### src/rtl/pwm_capture_pkg.sv
// Shared audio-chain constants for the 1-bit capture path.
// Default PCM width, window divider and capture FSM encodings.
package pwm_capture_pkg;

    localparam int AUDIO_BITDEPTH = 14;
    localparam int AUDIO_SCLK_DIV = 8;

    localparam logic [0:0] WAIT    = 1'b0;
    localparam logic [0:0] CAPTURE = 1'b1;

endpackage

### src/rtl/bit_sync.sv
// Multi-flop synchronizer for a single asynchronous bit.
// Used for pwm input capture and for button inputs.
module bit_sync #(
    parameter int STAGES = 2
) (
    input  logic clk,
    input  logic rst,
    input  logic d_i,
    output logic q_o
);

    logic [STAGES-1:0] sync_q;

    // Shift the raw input through the flop chain; clear on reset.
    always_ff @(posedge clk) begin
        if (!rst) begin
            sync_q <= '0;
        end else begin
            sync_q <= {sync_q[STAGES-2:0], d_i};
        end
    end

    assign q_o = sync_q[STAGES-1];

endmodule

### src/rtl/pwm_capture.sv
// 1-bit PWM/PDM to PCM receiver: counts high cycles per
// sample_clock window and scales the count to full scale.
module pwm_capture
    import pwm_capture_pkg::*;
#(
    parameter int BITDEPTH        = AUDIO_BITDEPTH,
    parameter int SAMPLECLOCK_DIV = AUDIO_SCLK_DIV,
    parameter int SYNC_STAGES     = 2
) (
    input  logic                clk,
    input  logic                rst,
    input  logic                sample_clock,
    input  logic                pwm_in,
    output logic [BITDEPTH-1:0] pcm,
    output logic                pcm_valid,
    output logic                window_err
);

    localparam int CW    = SAMPLECLOCK_DIV + 1;
    localparam int SHIFT = BITDEPTH - SAMPLECLOCK_DIV;
    localparam logic [CW-1:0] NOMINAL = CW'(1) << SAMPLECLOCK_DIV;
    localparam logic [CW-1:0] LEN_MAX = '1;

    logic                pwm_s;
    logic                sc_q;
    logic                sc_rise;
    logic [CW-1:0]       pwm_ext;
    logic [0:0]          state_q, state_d;
    logic [CW-1:0]       len_q, len_d;
    logic [CW-1:0]       ones_q, ones_d;
    logic [BITDEPTH-1:0] pcm_q, pcm_d;
    logic                valid_q, valid_d;
    logic                err_q, err_d;

    bit_sync #(
        .STAGES(SYNC_STAGES)
    ) u_sync (
        .clk(clk),
        .rst(rst),
        .d_i(pwm_in),
        .q_o(pwm_s)
    );

    assign sc_rise = sample_clock & ~sc_q;
    assign pwm_ext = CW'(pwm_s);

    // Window FSM: count while capturing, close and restart on each rising edge.
    always_comb begin
        state_d = state_q;
        len_d   = len_q;
        ones_d  = ones_q;
        pcm_d   = pcm_q;
        valid_d = 1'b0;
        err_d   = err_q;
        case (state_q)
            WAIT: begin
                if (sc_rise) begin
                    state_d = CAPTURE;
                    len_d   = CW'(1);
                    ones_d  = pwm_ext;
                end
            end
            CAPTURE: begin
                if (sc_rise) begin
                    valid_d = 1'b1;
                    if (ones_q[SAMPLECLOCK_DIV]) begin
                        pcm_d = '1;
                    end else begin
                        pcm_d = BITDEPTH'(ones_q) << SHIFT;
                    end
                    if (len_q != NOMINAL) begin
                        err_d = 1'b1;
                    end
                    // The closing cycle already belongs to the new window.
                    len_d  = CW'(1);
                    ones_d = pwm_ext;
                end else begin
                    if (len_q != LEN_MAX) begin
                        len_d = len_q + CW'(1);
                    end
                    if (ones_q != NOMINAL) begin
                        ones_d = ones_q + pwm_ext;
                    end
                end
            end
            default: state_d = WAIT;
        endcase
    end

    // Register FSM, counters, edge detector and outputs.
    always_ff @(posedge clk) begin
        if (!rst) begin
            sc_q    <= 1'b0;
            state_q <= WAIT;
            len_q   <= '0;
            ones_q  <= '0;
            pcm_q   <= '0;
            valid_q <= 1'b0;
            err_q   <= 1'b0;
        end else begin
            sc_q    <= sample_clock;
            state_q <= state_d;
            len_q   <= len_d;
            ones_q  <= ones_d;
            pcm_q   <= pcm_d;
            valid_q <= valid_d;
            err_q   <= err_d;
        end
    end

    assign pcm        = pcm_q;
    assign pcm_valid  = valid_q;
    assign window_err = err_q;

endmodule

### config.mk
export PLATFORM = sky130hd
export DESIGN_NAME = pwm_capture
export DESIGN_NICKNAME = d
export VERILOG_FILES = /design/src/rtl/pwm_capture_pkg.sv /design/src/rtl/bit_sync.sv /design/src/rtl/pwm_capture.sv
export SDC_FILE = /design/constraint.sdc
export NUM_CORES = 1
export LEC_CHECK = 0
export ABC_AREA = 1
export CORE_UTILIZATION = 45
export DETAILED_ROUTE_END_ITERATION = 10
export PLACE_DENSITY_LB_ADDON = 0.25
export SETUP_SLACK_MARGIN = 0.05
export SLEW_MARGIN = 20
export SYNTH_ARGS = -nofsm -noshare
export SYNTH_HDL_FRONTEND = slang
export SYNTH_SLANG_ARGS = --single-unit
### constraint.sdc
create_clock -name clk -period 3.3 [get_ports clk]
set_clock_uncertainty 0.2 [all_clocks]
set_input_delay 0.825 -clock clk [delete_from_list [all_inputs] [get_ports clk]]
set_output_delay 0.825 -clock clk [all_outputs]
set_load 0.005 [all_outputs]
==> results.toml, run 1 <==
[clock_network]
root_buffer = "clkbuf_4"
cts_made_buffers = 5
cts_resized = 0
cts_sinks = 33
hold_buffers = 0
postCtsSetupRepairBufs = 0
cts_buffer_depth = 2
cts_tree = "done"
clk_latency_ns = 0.34
h-tree-depth = 2
path_clk_slew_ns = 0.10

[placement]
gp_congestion = 0.8331
portBuffers = 19
dp_hpwl_microns = 2490
pre_cts_slack_ns = 0.8413
place_area_sq_um = 1836

[synthesis]
synth.distinct_cells = 28
synth_seq_cells = 33
syn-num-nets = 235
ys.warnings.count = 0
syn_avg_cell_area_sq_um = 7.264
yosysSeqAreaShare_pct = 40.24
netlist_area_sq_um = 1642
postSynthCellCount = 226

[critical_path]
worst_path_max_delay_cell = "clkdlybuf4s50_1"
path_depth = 1
cp_cell_sequence = "clkdlybuf4s50_1"
path_max_fanout = 7
slowest_delay_ns = 0.55
worstPathArrival_ns = 1.34
critical_path_class = "flop to primary output"
cp.required_ns = 2.27
end_kind = "primary output"
startpoint_type = "flop"
worst-r2r-cell-count = 11
path_buf_inv = 1
critPathTopFamily = "buffers and inverters"

[detailed_routing]
ant_nets = 0
vias = 1445
wl_per_cell_microns = 11.69
routed_via_density = 4.966
drt-pass1-iter-count = 4
drt_iter0_markers = 85
drc = 0
wl_microns = 3403

[power]
p_seq_share_pct = 56.2
leakagePower_nw = 0.7458
p_clk_share_pct = 36.0
power_frac_comb_pct = 7.8
p_int_w = 0.0005478
ir_drop_uv = 157.1
switching_share_pct = 25.20
switchingPower_w = 0.0001845
powerDensity_nw_per_um2 = 384.3

[final_layout]
fin_area_sq_um = 1906
area_growth_pct = 16.08
layout_commonest_cell = "nand2_1"
n_antenna_cell = 0
final_util_pct = 55.79
final_cell_mix = "47 x nand2_1, 33 x dfxtp_1, 25 x nor2_1"
layout-drive-gt1-share_pct = 11.02
nets = 253

[global_route]
grt_pass1_vias = 1274
grt_max_degree = 14
grt_pass1_wl_microns = 5851
overflow = 0
antenna_found_initial = 0
globalRouteTotalUtil_pct = 19.46

[sta]
setup_violations = 0
rsz0062_at_grt = "false"
tightestPinTransition_ns = 0.4512
max_freq_mhz = 423.5
setup_slack_ns = 0.9385
setup-tns-final_ns = 0
hold_violations = 0
finalCritPeriodShare_pct = 71.56
period_minus_slack_ns = 2.361
relSlewSlack_pct = 69.88
holdWs_ns = 0.2371
drv_slew = 0

[min_path]
worstHoldPathCells = 2
hold_path.class = "flop to flop"

[floorplan]
core_sq_um = 3416
die_w_microns = 62.40
rows = 21
initial_core_util_pct = 48.06
die_h_microns = 62.40
dieArea_sq_um = 3894
io_pins = 20

[run_status]
outcome = "finished, final reports clean"

[run]
maxCapViolCount = 0
-- cell families after synthesis --
logic type | after synthesis | share of synthesized area, %
adder cells (fa/ha/maj) | 5 | 3.811
flip-flops | 33 | 40.24
XOR/XNOR | 1 | 0.5336
buffers and inverters | 36 | 10.29
AO/OA/AOI/OAI | 32 | 10.44
AND/OR/NAND/NOR | 119 | 34.68
-- sequential cells by signal, indices dropped and copies added, names as in the netlist --
name / count
sc_q: 1
len_q: 9
ones_q: 9
state_q: 1
u_sync.sync_q: 2
pcm: 9
pcm_valid: 1
window_err: 1
-- final cells by class --
| type | count | area [sq um] |
|---|---|---|
| well taps | 46 | 57.56 |
| clock buffers | 7 | 65.06 |
| flip-flops and latches | 33 | 660.6 |
| multi-input cells | 157 | 812.0 |
| inverters | 26 | 100.1 |
| fillers | 339 | 1510 |
| clock inverters | 1 | 5.005 |
| repair buffers | 21 | 205.2 |
-- tightest hold or removal path: cells and delay by family (launching register included) --
family                 cells  cell delay (ns)
DFF                        1             0.31
and+or+nand+nor            1             0.06
buffers and inverters      1             0.03
-- power groups by stage --
stage | Sequential (W) | Combinational [W] | Clock [W]
floorplan | 0.000417 | 0.0000440 | 0
global placement | 0.000420 | 0.0000573 | 0
detailed placement | 0.000421 | 0.0000571 | 0
CTS | 0.000411 | 0.0000576 | 0.000269
global route | 0.000413 | 0.0000644 | 0.000287
finish | 0.000411 | 0.0000573 | 0.000264
-- metrics by stage --
step                total power [W]  cells
floorplan                 0.0004613    226
global placement          0.0004775    283
detailed placement        0.0004776    283
CTS                       0.0007383    291
global route              0.0007638    291
finish                    0.0007323    291
-- per-layer routing --
layer | vias to the layer above | wire, microns | GRT usage [%]
met5 | - | 0 | 0
met4 | 0 | 89 | 13.08
met3 | 7 | 181 | 4.380
met2 | 36 | 1449 | 27.99
met1 | 634 | 1682 | 25.86
li1 | 768 | - | -
-- cell usage after synthesis, drive strengths merged --
master,instances,area [sq um]
nor4,1,6.260
nand3,21,105.1
nor3,6,35.03
buf,8,61.30
ha,5,62.56
o21ai,13,68.81
nand2,53,234.0
dfxtp,33,660.6
a21oi,16,80.08
xor2,1,8.760
clkbuf,2,7.510
nand4,8,50.05
o21bai,2,15.01
a211oi,1,7.510
inv,26,100.1
nor2,29,132.6
or2,1,6.260
-- worst paths after layout --
path / startpoint / to / slack [ns]
max reg2reg: len_q[3] / len_q[3] / 1.15
min: u_sync.sync_q[0] / u_sync.sync_q[1] / 0.24
max: pcm[5] / pcm[3] / 0.94
min reg2reg: u_sync.sync_q[0] / u_sync.sync_q[1] / 0.24
Power figures use the tool's default switching activity.
==> run 2, diff against run 1 <==
Clock period 3.3 ns to 2 ns, I/O delays scaled along.
==> results.toml, run 2 (synthesized netlist as in run 1, its figures left out) <==
[run_status]
outcome = "finished, final reports clean"

[sta]
rsz0062_at_grt = "false"
drv_slew = 0
period_minus_slack_ns = 1.907
setup_violations = 0
tightestPinTransition_ns = 0.3762
setup_slack_ns = 0.09344
finalCritPeriodShare_pct = 95.33
hold_violations = 0
relSlewSlack_pct = 74.88
setup-tns-final_ns = 0
max_freq_mhz = 524.5

[power]
ir_drop_uv = 419.9
powerDensity_nw_per_um2 = 675.2
leakagePower_nw = 0.9092
p_total_w = 0.001408

[clock_network]
root_buffer = "clkbuf_4"
clk_latency_ns = 0.35
cts_tree = "done"
cts_buffer_depth = 2
cts_sinks = 33
path_clk_slew_ns = 0.11
cts_made_buffers = 5
h-tree-depth = 2

[placement]
gp_congestion = 0.8826
dp_hpwl_microns = 2493
pre_cts_slack_ns = -0.04938
portBuffers = 19

[critical_path]
cp_cell_sequence = "clkdlybuf4s50_1"
startpoint_type = "flop"
r2r_slack_ns = 0.12
worstPathArrival_ns = 1.21
critPathTopFamily = "buffers and inverters"
path_max_fanout = 2
slowest_delay_ns = 0.50
critical_path_class = "flop to primary output"
end_kind = "primary output"
path_buf_inv = 1
worst_path_max_delay_cell = "clkdlybuf4s50_1"
cp.required_ns = 1.30

[global_route]
grt_max_degree = 14
overflow = 0
globalRouteTotalUtil_pct = 20.12
antenna_found_initial = 0
grt_pass1_wl_microns = 6168
grt_pass1_vias = 1392

[floorplan]
core_sq_um = 3416
initial_core_util_pct = 48.06
rows = 21
dieArea_sq_um = 3894
die_h_microns = 62.40
die_w_microns = 62.40
io_pins = 20

[detailed_routing]
drt_iter0_markers = 131
vias = 1512
drt-pass1-iter-count = 6
wl_per_cell_microns = 11.75
drc = 0
wl_microns = 3547
ant_nets = 0
routed_via_density = 5.007

[min_path]
hold_path.class = "flop to flop"

[final_layout]
layout_commonest_cell = "nand2_1"
fill_cells = 311
layout-drive-gt1-share_pct = 21.09
n_antenna_cell = 0
nets = 264
final_cell_mix = "45 x nand2_1, 24 x nor2_1, 24 x dfxtp_1"
regArea_sq_um = 674.4
multiInputGateArea_sq_um = 847.1
area_growth_pct = 27.06

[run]
maxCapViolCount = 0
run 2: cell types whose count changed in the layout (fill, tap and decap cells not counted), sizes merged:
cell and delta:
buf +11, dlygate4sd2 +3, bufinv +2, clkdlybuf4s50 -6, clkbuf -2, dlymetal6s2s +3
run 2: report_power, final:
| group | switching, W | internal, W | leakage (nW) |
|---|---|---|---|
| registers | 0.0000107 | 0.000667 | 0.272 |
| clock network | 0.000239 | 0.000387 | 0.0552 |
| logic | 0.0000648 | 0.0000404 | 0.582 |
| total | 0.000314 | 0.00109 | 0.909 |
run 2: repair_timing:
item,in CTS,in global routing
gates resized for setup,7,18
pin swaps,1,5
hold buffers,0,0
endpoints found under the setup margin,10,18
endpoints found under the hold margin,0,0
setup buffers,0,3
run 2: final timing paths:
| check | start | end | cells past startpoint |
|---|---|---|---|
| setup reg to reg | len_q[4] | len_q[3] | 11 |
| hold / removal | u_sync.sync_q[0] | u_sync.sync_q[1] | 2 |
| setup / recovery | pcm[10] | pcm[10] | 1 |
| hold reg to reg | u_sync.sync_q[0] | u_sync.sync_q[1] | 2 |
run 2: per-layer routing:
metal / vias to the layer above / global-route usage, % / part of all wire (%) / wire length (microns)
met4: 0 / 7.558 / 1.6 / 58
li1: 792 / - / - / -
met3: 6 / 7.117 / 5.5 / 195
met2: 40 / 28.80 / 44 / 1549
met1: 674 / 27.54 / 49 / 1744
met5: - / 0 / 0 / 0
run 2: final cells by class:
class	count	share of cell area [%]
Inverter	26	4.799
Tap cell	46	2.759
Clock inverter	3	3.119
Timing Repair Buffer	32	14.58
Multi-Input combinational cell	157	40.61
Clock buffer	5	1.800
Sequential cell	33	32.33
run 2: worst register-to-register path, delay by kind of cell (launching register included):
family / cells / cell delay [ns]
and+or+nand+nor: 7 / 0.73
DFF: 1 / 0.36
adders and majority gates: 1 / 0.21
buffers and inverters: 2 / 0.14
xor gates and xnor gates: 1 / 0.14
run 2: per-stage QoR:
stage               utilization (%)  hold WS [ns]  std cells  instance area, sq um
CTS                           59.12        0.2213        299                  2019
global placement              55.86        0.1921        291                  1908
floorplan                         -        0.1905        226                  1642
global route                  61.06        0.2430        302                  2086
finish                        61.06        0.2173        302                  2086
detailed placement            55.86        0.1988        291                  1908
